==> src/rtl/fifo_ctrl_param.sv <==
// ---------------------------------------------------------------------------
// fifo_ctrl_param
// Parametrised synchronous FIFO with first-word-fall-through read side.
// It sits between a producer stage and the consuming pipeline stage. It holds
// a storage array, head/tail pointers, an occupancy count, full/empty/almost
// flags and sticky overflow/underflow error flags.
//
// Parameters
//   DATA_W    width of each stored word
//   DEPTH     number of entries (>= 2, any value, not only powers of two)
//   AF_LEVEL  almost_full  when count >= AF_LEVEL
//   AE_LEVEL  almost_empty when count <= AE_LEVEL
//
// Ports
//   clk             rising-edge clock
//   rst             asynchronous active-low reset (0 = reset)
//   data_in_valid   push request
//   data_in         push data
//   data_out_ready  pop request
//   data_out        word at head (valid while data_out_valid)
//   data_out_valid  FIFO not empty
//   fifo_full       count == DEPTH
//   fifo_empty      count == 0
//   almost_full     count >= AF_LEVEL
//   almost_empty    count <= AE_LEVEL
//   count           current occupancy
//   curr_head       read pointer
//   curr_tail       write pointer
//   overflow        sticky: a push was rejected
//   underflow       sticky: a pop was rejected
//   err_clr         synchronous clear of overflow/underflow
// ---------------------------------------------------------------------------
module fifo_ctrl_param #(
    parameter int DATA_W   = 8,
    parameter int DEPTH    = 4,
    parameter int AF_LEVEL = 3,
    parameter int AE_LEVEL = 1,
    localparam int PTR_W   = $clog2(DEPTH),
    localparam int CNT_W   = $clog2(DEPTH + 1)
) (
    input  logic              clk,
    input  logic              rst,
    input  logic              data_in_valid,
    input  logic [DATA_W-1:0] data_in,
    input  logic              data_out_ready,
    output logic [DATA_W-1:0] data_out,
    output logic              data_out_valid,
    output logic              fifo_full,
    output logic              fifo_empty,
    output logic              almost_full,
    output logic              almost_empty,
    output logic [CNT_W-1:0]  count,
    output logic [PTR_W-1:0]  curr_head,
    output logic [PTR_W-1:0]  curr_tail,
    output logic              overflow,
    output logic              underflow,
    input  logic              err_clr
);

    // Storage is deliberately left unreset; only the control state is cleared.
    logic [DATA_W-1:0] mem [DEPTH];

    logic [PTR_W-1:0] head_reg, head_next;
    logic [PTR_W-1:0] tail_reg, tail_next;
    logic [CNT_W-1:0] count_reg, count_next;
    logic             overflow_reg, overflow_next;
    logic             underflow_reg, underflow_next;

    logic pop_ok;
    logic push_ok;

    // Explicit wrap at DEPTH-1 so non-power-of-two depths never visit
    // indices beyond the array.
    function automatic logic [PTR_W-1:0] ptr_inc(input logic [PTR_W-1:0] p);
        return (p == PTR_W'(DEPTH - 1)) ? '0 : p + PTR_W'(1);
    endfunction

    // Flags are decoded straight from the registered count.
    assign fifo_empty     = (count_reg == '0);
    assign fifo_full      = (count_reg == CNT_W'(DEPTH));
    assign almost_full    = (count_reg >= CNT_W'(AF_LEVEL));
    assign almost_empty   = (count_reg <= CNT_W'(AE_LEVEL));
    assign data_out_valid = ~fifo_empty;
    assign count          = count_reg;
    assign curr_head      = head_reg;
    assign curr_tail      = tail_reg;
    assign overflow       = overflow_reg;
    assign underflow      = underflow_reg;

    // Fall-through read: the head word is presented without a read cycle.
    assign data_out = mem[head_reg];

    // A pop on a full FIFO frees the slot the simultaneous push writes into,
    // so a full FIFO still accepts a push when it is also popped.
    assign pop_ok  = data_out_ready & ~fifo_empty;
    assign push_ok = data_in_valid & (~fifo_full | pop_ok);

    always_comb begin
        head_next  = head_reg;
        tail_next  = tail_reg;
        count_next = count_reg;

        if (pop_ok) begin
            head_next = ptr_inc(head_reg);
        end
        if (push_ok) begin
            tail_next = ptr_inc(tail_reg);
        end

        if (push_ok && !pop_ok) begin
            count_next = count_reg + CNT_W'(1);
        end else if (pop_ok && !push_ok) begin
            count_next = count_reg - CNT_W'(1);
        end

        // A fresh error in the clearing cycle keeps the flag set.
        overflow_next  = (overflow_reg  & ~err_clr) | (data_in_valid  & ~push_ok);
        underflow_next = (underflow_reg & ~err_clr) | (data_out_ready & fifo_empty);
    end

    always_ff @(posedge clk or negedge rst) begin
        if (!rst) begin
            head_reg      <= '0;
            tail_reg      <= '0;
            count_reg     <= '0;
            overflow_reg  <= 1'b0;
            underflow_reg <= 1'b0;
        end else begin
            head_reg      <= head_next;
            tail_reg      <= tail_next;
            count_reg     <= count_next;
            overflow_reg  <= overflow_next;
            underflow_reg <= underflow_next;
        end
    end

    always_ff @(posedge clk) begin
        if (push_ok) begin
            mem[tail_reg] <= data_in;
        end
    end

endmodule
==> config.mk <==
export PLATFORM = sky130hd
export DESIGN_NAME = fifo_ctrl_param
export DESIGN_NICKNAME = d
export VERILOG_FILES = /design/src/rtl/fifo_ctrl_param.sv
export SDC_FILE = /design/constraint.sdc
export NUM_CORES = 1
export LEC_CHECK = 0
export ABC_AREA = 1
export BUFFER_PORTS_ARGS = -buffer_cell sky130_fd_sc_hd__clkbuf_2
export CAP_MARGIN = 20
export CORE_MARGIN = 1
export CORE_UTILIZATION = 51
export CTS_BUF_LIST = sky130_fd_sc_hd__clkbuf_4
export CTS_CLUSTER_SIZE = 10
export DETAILED_ROUTE_END_ITERATION = 10
export PLACE_DENSITY = 0.81
export SLEW_MARGIN = 20
export SYNTH_ARGS = -nofsm -noshare
export SYNTH_HDL_FRONTEND = slang
export SYNTH_SLANG_ARGS = --single-unit
==> constraint.sdc <==
create_clock -name clk -period 1.7 [get_ports clk]
set_input_delay 0.34 -clock clk [delete_from_list [all_inputs] [get_ports clk]]
set_output_delay 0.34 -clock clk [all_outputs]
set_load 0.1 [all_outputs]
==> out/qor.yml <==
cts:
  cts-root-buf: "clkbuf_4"
  cts_buffer_depth: 2
  cts_tree: "done"
  htreeDepth: 2
  clock_latency_ns: 0.37
  cts_made_buffers: 5
  clkSinkCount: 41
  path_clk_slew_ns: 0.13
floorplanning:
  die_w_microns: 63.2
  rows: 21
  core_sq_um: 3470
  die_area_sq_um: 4000
  pin_count: 35
  fp.dieH_microns: 63.2
  initial_core_util_pct: 55.2
layout:
  final_cell_mix: "32 x edfxtp_1, 20 x inv_1, 19 x nand2_1"
  nNetsFinal: 270
  syn_to_final_growth_pct: 72.3
  drive_above_1_share_pct: 63.6
  final_common_cell: "edfxtp_1"
  num_antenna_cells: 0
  largest_reg_flops: 32
  fillCellCount: 78
setup_path:
  reg2reg_slack_ns: -0.27
  crit_end: "fifo_empty"
  crit_path_end_kind: "output pin"
  ff2ff_path_depth: 12
  cp-startpoint: "count[0]$_DFFE_PN0P_"
  cp_data_arrival_time_ns: 1.69
  crit_required_ns: 1.36
  startpoint_type: "register"
  critPathKind: "reg2out"
  crit_path_max_fanout: 4
  r2r_start: "count[0]$_DFFE_PN0P_"
  r2r_end: "count[2]$_DFFE_PN0P_"
logic_synthesis:
  netlist_area_sq_um: 1910
  synth.distinct_cells: 19
  syn_nets: 208
  syn_inst: 184
  synth_seq_area_share_pct: 62.0
  avgSynthCellArea_sq_um: 10.4
  synth-seq-cells: 41
  yosysWarnings: 0
sta:
  skew_ns: 0.0142
  report.final.hold_viol_count: 0
  finalCritPeriodShare_pct: 119
  min_period_ns: 2.03
  setup_violations: 49
  rsz0062_at_grt: "yes"
  slew_viol_final: 0
  finalWorstSetupSlack_ns: -0.326
  max_slew_margin_pct: 62.3
  whs_ns: 0.191
  fmax_mhz: 493
  worst_pin_slew_ns: 0.567
status:
  violations: "negative setup slack"
  status: "complete, but fails checks"
placed_design:
  gp_congestion: 0.730
  io_buffers: 34
  dp_hpwl_microns: 2880
detailed_routing:
  vias: 1694
  drtIter0Drc: 169
  wl_per_cell_microns: 23.8
  drt_wl_total_microns: 6990
  firstDrtPassIters: 5
  ant_nets: 0
  viasPerCell: 5.78
  drc: 0
grt:
  grt_pass1_vias: 1500
  grt_max_degree: 29
  grt_pass1_wl_microns: 7440
  grt_use_total_pct: 24.8
  antenna_found_initial: 0
  grt-ovfl-total: 0
hold_path:
  hp-class: "in2reg"
  hold-path-cell-count: 2
job:
  cap_viol_max_count: 0
## repair_timing
item / in CTS / in global routing
cloned: 0 / 3
hold endpoints to repair: 9 / 0
hold buffers: 1 / 0
setup buffers: 6 / 8
pin swaps: 5 / 23
resized for setup: 33 / 70
setup endpoints to repair: 14 / 48
## layout make-up
type	count	area (sq um)	share of cell area (%)
flip-flops and latches	41	1210	36.6
multi-input cells	109	1140	34.6
repair buffers	59	693	21.0
inverters	30	143	4.33
well taps	46	57.6	1.75
clock buffers	6	45.0	1.37
clock inverters	2	10.0	0.304
## cells in the mapped netlist
| cell type | number | share of area, % |
|---|---|---|
| nand2_1 | 43 | 8.4 |
| o21ai_0 | 11 | 2.9 |
| o22ai_1 | 1 | 0.33 |
| xnor2_1 | 2 | 0.92 |
| clkinv_2 | 1 | 0.26 |
| edfxtp_1 | 32 | 50 |
| nand3_1 | 4 | 1.0 |
| nand2_4 | 2 | 1.2 |
| a21oi_1 | 1 | 0.26 |
| buf_6 | 3 | 1.8 |
| o21ai_1 | 8 | 2.1 |
| buf_4 | 1 | 0.39 |
| ha_1 | 11 | 7.2 |
| nand3_2 | 1 | 0.52 |
| nor2_1 | 24 | 4.7 |
| dfrtp_1 | 9 | 12 |
| nand2_2 | 1 | 0.33 |
| inv_1 | 28 | 5.5 |
| inv_2 | 1 | 0.20 |
## critical path, cell delays in order, from the launching register on
cell,delay (ns)
dfrtp_4,0.54
buf_6,0.13
inv_4,0.06
ha_4,0.20
nand2_8,0.09
clkinvlp_4,0.11
buf_12,0.18
## cell families (layout without fill, tap and decap cells)
| family | Yosys count | in the layout | synth area share [%] |
|---|---|---|---|
| adders and majority gates | 11 | 11 | 7.19 |
| buffers and inverters | 34 | 97 | 8.11 |
| xor gates and xnor gates | 2 | 2 | 0.916 |
| and+or+nand+nor | 75 | 75 | 16.2 |
| DFF | 41 | 41 | 62.0 |
| AOI/OAI and AO/OA | 21 | 21 | 5.56 |
## per-layer routing
| metal | GRT usage [%] | vias to the layer above | part of all wire [%] |
|---|---|---|---|
| met4 | 8.52 | 0 | 6.9 |
| met3 | 4.53 | 40 | 5.8 |
| met5 | 0 | - | 0 |
| met2 | 42.9 | 115 | 51 |
| li1 | - | 713 | - |
| met1 | 31.3 | 826 | 36 |
## through the flow
stage | utilization [%] | worst slack (ns) | setup TNS [ns] | instances | cell area [sq um]
finish | 95.1 | -0.326 | -6.70 | 293 | 3300
global route | 95.1 | -0.347 | -8.17 | 293 | 3300
CTS | 82.6 | -0.217 | -3.52 | 282 | 2870
detailed placement | 75.1 | -0.00483 | -0.00483 | 267 | 2610
global placement | 75.1 | 0.0768 | 0 | 267 | 2610
floorplan | - | -0.192 | -1.60 | 184 | 2140
## how the worst min path moves through the flow
stage	from	endpoint	slack, ns
floorplan	rst	curr_tail[0]$_DFFE_PN0P_	0.04
global placement	rst	underflow$_DFF_PN0_	0.21
detailed placement	rst	underflow$_DFF_PN0_	0.21
CTS	err_clr	overflow$_DFF_PN0_	0.19
global route	data_in[4]	mem[2][4]$_DFFE_PP_	0.19
finish	err_clr	underflow$_DFF_PN0_	0.19
Power is left out: the tool's default activity adds up to more than one toggle a clock period on the data nets, which glitch-free logic cannot reach.
